--- src/rtl/rotate_right_seq_if.sv ---
// Handshake bundle for rotate_right_seq: operand channel in, result channel out.
// The producer/consumer side uses master, the rotator uses slave.
interface rotate_right_seq_if #(
    parameter int DW = 8,
    parameter int SW = 3
) ();
    logic          in_valid;
    logic          in_ready;
    logic [DW-1:0] a;
    logic [SW-1:0] n;
    logic          out_valid;
    logic          out_ready;
    logic [DW-1:0] y;
    logic          busy;

    modport master (
        output in_valid, a, n, out_ready,
        input  in_ready, out_valid, y, busy
    );

    modport slave (
        input  in_valid, a, n, out_ready,
        output in_ready, out_valid, y, busy
    );
endinterface

--- src/rtl/rotate_right_seq.sv ---
// Multi-cycle right rotator: one log-stage of the rotate amount is applied per clock,
// result held with valid/ready until consumed.
module rotate_right_seq #(
    parameter int DW = 8,
    parameter int SW = 3
) (
    input  logic              clk,
    input  logic              rst_n,
    rotate_right_seq_if.slave io
);
    localparam int STG_W = (SW > 1) ? $clog2(SW) : 1;

    typedef enum logic [1:0] {
        IDLE = 2'd0,
        ROT  = 2'd1,
        HOLD = 2'd2
    } state_t;

    // Rotation applied by stage k is 2^k reduced modulo DW (DW need not be a power of 2).
    function automatic int pow2_mod(input int k);
        int r;
        r = 1 % DW;
        for (int i = 0; i < k; i++) begin
            r = (r * 2) % DW;
        end
        return r;
    endfunction

    state_t             state_q, state_d;
    logic [DW-1:0]      data_q, data_d;
    logic [SW-1:0]      amt_q, amt_d;
    logic [STG_W-1:0]   stage_q, stage_d;

    logic [2*DW-1:0]    data_dbl;
    logic [DW-1:0]      rot_stage [SW];
    logic [DW-1:0]      stage_rot;
    logic               last_stage;
    logic               in_ready_c, out_valid_c, busy_c;

    assign data_dbl = {data_q, data_q};

    generate
        for (genvar gi = 0; gi < SW; gi++) begin : g_stage
            localparam int R = pow2_mod(gi);
            assign rot_stage[gi] = data_dbl[R +: DW];
        end
    endgenerate

    always_comb begin
        stage_rot = data_q;
        for (int k = 0; k < SW; k++) begin
            if (stage_q == STG_W'(k) && amt_q[k]) begin
                stage_rot = rot_stage[k];
            end
        end
    end

    assign last_stage = (stage_q == STG_W'(SW - 1));

    always_comb begin
        state_d     = state_q;
        data_d      = data_q;
        amt_d       = amt_q;
        stage_d     = stage_q;
        in_ready_c  = 1'b0;
        out_valid_c = 1'b0;
        busy_c      = 1'b0;
        unique case (state_q)
            IDLE: begin
                in_ready_c = 1'b1;
                if (io.in_valid) begin
                    data_d  = io.a;
                    amt_d   = io.n;
                    stage_d = '0;
                    state_d = ROT;
                end
            end
            ROT: begin
                busy_c = 1'b1;
                data_d = stage_rot;
                if (last_stage) begin
                    stage_d = '0;
                    state_d = HOLD;
                end else begin
                    stage_d = stage_q + 1'b1;
                end
            end
            HOLD: begin
                busy_c      = 1'b1;
                out_valid_c = 1'b1;
                if (io.out_ready) begin
                    state_d = IDLE;
                end
            end
            default: begin
                state_d = IDLE;
            end
        endcase
    end

    always_ff @(posedge clk or negedge rst_n) begin
        if (!rst_n) begin
            state_q <= IDLE;
            data_q  <= '0;
            amt_q   <= '0;
            stage_q <= '0;
        end else begin
            state_q <= state_d;
            data_q  <= data_d;
            amt_q   <= amt_d;
            stage_q <= stage_d;
        end
    end

    assign io.in_ready  = in_ready_c;
    assign io.out_valid = out_valid_c;
    assign io.busy      = busy_c;
    assign io.y         = data_q;
endmodule

--- src/flat_wrapper.sv ---
// flat-port wrapper written by rule: the top's interface ports become plain ports
module rotate_right_seq_flat 
#(
    parameter int DW = 8,
    parameter int SW = 3
)
  (clk, rst_n, io_in_valid, io_a, io_n, io_out_ready, io_in_ready, io_out_valid, io_y, io_busy);
  rotate_right_seq_if #(.DW(DW), .SW(SW)) io_i ();
  input  logic clk;
  input  logic rst_n;
  input wire logic [$bits(io_i.in_valid)-1:0] io_in_valid;
  input wire logic [$bits(io_i.a)-1:0] io_a;
  input wire logic [$bits(io_i.n)-1:0] io_n;
  input wire logic [$bits(io_i.out_ready)-1:0] io_out_ready;
  output wire logic [$bits(io_i.in_ready)-1:0] io_in_ready;
  output wire logic [$bits(io_i.out_valid)-1:0] io_out_valid;
  output wire logic [$bits(io_i.y)-1:0] io_y;
  output wire logic [$bits(io_i.busy)-1:0] io_busy;
  assign io_i.in_valid = io_in_valid;
  assign io_i.a = io_a;
  assign io_i.n = io_n;
  assign io_i.out_ready = io_out_ready;
  assign io_in_ready = io_i.in_ready;
  assign io_out_valid = io_i.out_valid;
  assign io_y = io_i.y;
  assign io_busy = io_i.busy;
  rotate_right_seq #(.DW(DW), .SW(SW)) u_core (.clk(clk), .rst_n(rst_n), .io(io_i));
endmodule
--- config.mk ---
export PLATFORM = sky130hd
export DESIGN_NAME = rotate_right_seq_flat
export DESIGN_NICKNAME = d
export VERILOG_FILES = /design/src/rtl/rotate_right_seq_if.sv /design/src/rtl/rotate_right_seq.sv /design/src/flat_wrapper.sv
export SDC_FILE = /design/constraint.sdc
export NUM_CORES = 1
export LEC_CHECK = 0
export CAP_MARGIN = 20
export CORE_AREA = 2 2 52 54
export DETAILED_ROUTE_END_ITERATION = 16
export DIE_AREA = 0 0 54 56
export PLACE_DENSITY_LB_ADDON = 0.25
export SLEW_MARGIN = 5
export SYNTH_ARGS = -nofsm -noshare
export SYNTH_HDL_FRONTEND = slang
export SYNTH_SLANG_ARGS = --single-unit
--- constraint.sdc ---
create_clock -name clk -period 3.4 [get_ports clk]
set_input_delay 0.51 -clock clk [delete_from_list [all_inputs] [get_ports clk]]
set_output_delay 0.51 -clock clk [all_outputs]
set_load 0.02 [all_outputs]
==> summary.md <==
| Metric | Value |
|---|---|
| Status | `finished clean` |
| CP cell instances | `inv_1 -> ha_1 -> o21ai_0 -> nor3_4 -> mux2i_1` |
| Final setup TNS | `0 ps` |
| Wirelength, routed | `about 2600 um` |
| TritonCTS clock tree | `done` |
| Peak supply drop | `0.5387 mV` |
| CP Launch Type | `flop` |
| Reg area | `375.4 um^2` |
| Cell variety after synth | `28` |
| Initial DRC Count | `29` |
| Kind of cell adding the most delay to the critical path | `simple AND/OR/NAND/NOR gates` |
| Worst Reg2Reg Path Length in Cells | `5` |
| Unrepaired setup endpoints after global routing | `no` |
| Multi-input logic area | `608.1 um^2` |
| Final total power | `between 0.001 and 0.0015 W` |
| Worst-Skew Late Latency | `290 ps` |
| Per-cell routed wire length | `15.88 um` |
| Post-place setup slack | `1175 ps` |
| Layout cells sized above 1 | `9.160%` |
| Hpwl dp | `1784 um` |
| Worst Path Buf+Inv | `1` |
| Global-route usage over all layers | `19.15%` |
| Worst setup margin | `between 1000 and 1500 ps` |
| Vias in the first global route | `927` |
| Most common cell after layout, fill and taps aside | `clkdlybuf4s50_1` |
| Crit path kind | `reg2reg` |
| Hold Path Depth | `1` |
| Crit-path max cell delay | `570 ps` |
| Synth Net Count | `128` |
| Mux contribution to synthesized area | `11.48%` |
| Largest net degree at the start of global routing | `24` |
| RR Endpoint | `u_core.io.y[5]` |
| ANT nets after route | `0` |
| Worst path required time | `3610 ps` |
| Final Util | `55.92%` |
| Htree depth | `1` |
| Die Wd | `54 um` |
| Port-buffer cells | `25` |
| Core area | `between 2000 and 2500 um^2` |
| Io pins | `26` |
| Initial Utilization | `between 40% and 50%` |
| Cts hold-fix bufs | `0` |
| Maximum fanout along the worst path | `13` |
| Simple-gate area share of the yosys netlist | `14.12%` |
| Final period util | `65.49%` |
| Routability Congestion | `0.8214` |
| Post-synth EDFFs | `0` |
| Clock transition at path regs | `100 ps` |
| Setup violations, final | `0` |
| Slowest CP cell | `nor3_4` |
| Post-synthesis cell area | `1090 um^2` |
| Fill cells | `roughly 240` |
| Post-synthesis cell count | `110` |
| Syn-to-layout area delta | `24.80%` |
| Initial antenna violation count | `0` |
| Std-Cell Rows | `18` |
| Ys Warns | `0` |
| Vias per cell | `5.894` |
| Max Clock Skew | `9.398 ps` |
| Fin nets | `150` |
| First-pass GRT wire length | `4353 um` |
| Routed vias | `~950` |
| Worst EP arrival | `2440 ps` |
| CTS Sinks | `15` |
| Root Driver | `clkbuf_4` |
| Max Fclk | `0.4491 GHz` |
| Most frequent cells in the layout | `25 x clkdlybuf4s50_1, 15 x dfrtp_1, 12 x inv_1` |
| Num CTS Buffers | `3` |
| CP Capture Type | `flop` |
| Die height | `56 um` |
| Number of max-cap violations | `0` |
| Synth Area in XOR/XNOR | `0%` |
| Final Hold Vio Count | `0` |
| Post-CTS Resized | `0` |
| Die area | `3024 um^2` |
| Total congestion overflow | `0` |
| Period minus WS final | `about 2200 ps` |
| Worst slew pin tran | `729.7 ps` |
| Max-slew headroom | `roughly 51%` |
| Largest family of logic cells by synthesized area | `compound AO/OA/AOI/OAI gates` |
| Sequential-to-total area share from yosys stat | `between 30% and 40%` |
| Hold Startpoint | `u_core.amt_q[0]` |
| Post-CTS Setup Repair Bufs | `0` |
| Hold EP | `u_core.amt_q[0]` |
| Ys flop type | `dfrtp_1` |
| RR Startpoint | `u_core.state_q[1]` |
| Ys async rst share | `between 90% and 100%` |
| Adder-cell share of the synthesized area | `3.444%` |
| DR pass1 iterations | `4` |
| Leak | `0.5529 nW` |
| HP Class | `reg2reg` |
| Mean Syn Cell Area | `9.907 um^2` |
| Residual DRC | `0` |
| CTS max path bufs | `2` |
| Compound-gate portion of the synthesized area | `26.75%` |
| P per Cell Area | `1049 nW/um^2` |
| #FFs+latches synth | `15` |
| Slew Limit Fails | `0` |
| Worst reg2reg setup slack | `1170 ps` |
| N_diodes | `0` |
-- worst register-to-register path, delay by kind of cell (launching register included) --
kind	cells	cell delay, ps
and+or+nand+nor	1	570
DFF	1	420
muxes	1	270
AOI/OAI and AO/OA	1	320
buffers and inverters	1	90
adders and majority gates	1	480
-- cell usage after synthesis (3+ instances only) --
cell type / instances / share of area, %
a21oi_1: 9 / 4.1
a22oi_1: 8 / 5.5
dfrtp_1: 15 / 34
ha_1: 3 / 3.4
inv_1: 12 / 4.1
mux2_2: 4 / 4.1
mux2i_1: 8 / 7.3
nand2_1: 4 / 1.4
nand4b_1: 8 / 6.4
o21a_1: 8 / 5.5
o21ai_0: 4 / 1.8
o221ai_1: 8 / 6.4
-- area by class of cell --
type,count,share of cell area [%]
Multi-Input combinational cell,74,44.71
Inverter,13,4.600
Sequential cell,15,27.60
Tap cell,30,2.760
Clock buffer,4,1.932
Timing Repair Buffer,25,18.40
-- report_power, final --
| group | internal [W] | switching (W) | total (W) |
|---|---|---|---|
| logic | 0.000445 | 0.000441 | 0.000887 |
| clock network | 0.0000457 | 0.0000611 | 0.000107 |
| registers | 0.000267 | 0.000166 | 0.000433 |
-- cells by family after synthesis --
| logic type | count (synthesis) |
|---|---|
| multiplexers | 12 |
| buffers and inverters | 21 |
| AO/OA/AOI/OAI | 39 |
| AND/OR/NAND/NOR | 20 |
| adder cells (fa/ha/maj) | 3 |
| flip-flops | 15 |
-- registers in the layout (all words and copies together) (netlist names) --
signal	flops
u_core.amt_q	3
u_core.stage_q	2
u_core.state_q	2
u_core.io.y	8
-- worst max path at each step --
| stage | cells past startpoint | slack, ps | start | end |
|---|---|---|---|---|
| after floorplan | 6 | 1660 | u_core.state_q[0] | u_core.io.y[0] |
| after global placement | 5 | 1240 | io_in_valid | u_core.io.y[2] |
| after detailed placement | 5 | 1180 | io_in_valid | u_core.io.y[1] |
| after CTS | 5 | 1210 | u_core.state_q[1] | u_core.io.y[5] |
| after global routing | 5 | 1000 | u_core.state_q[1] | u_core.io.y[5] |
| final | 5 | 1170 | u_core.state_q[1] | u_core.io.y[5] |
-- per-layer routing --
layer	vias to the layer above	track usage [%]	part of all wire, %
met4	0	8.214	2.3
met1	453	26.89	45
met5	-	0	0
li1	457	-	-
met2	32	28.57	47
met3	7	2.957	5.7
-- through the flow --
| step | cell area (um^2) | cells | hold WS [ps] |
|---|---|---|---|
| floorplan | 1090 | 110 | 214.4 |
| global placement | 1334 | 157 | 485.1 |
| detailed placement | 1334 | 157 | 490.9 |
| CTS | 1360 | 161 | 511.2 |
| global route | 1360 | 161 | 524.5 |
| finish | 1360 | 161 | 507.5 |
Power figures use the tool's default switching activity.
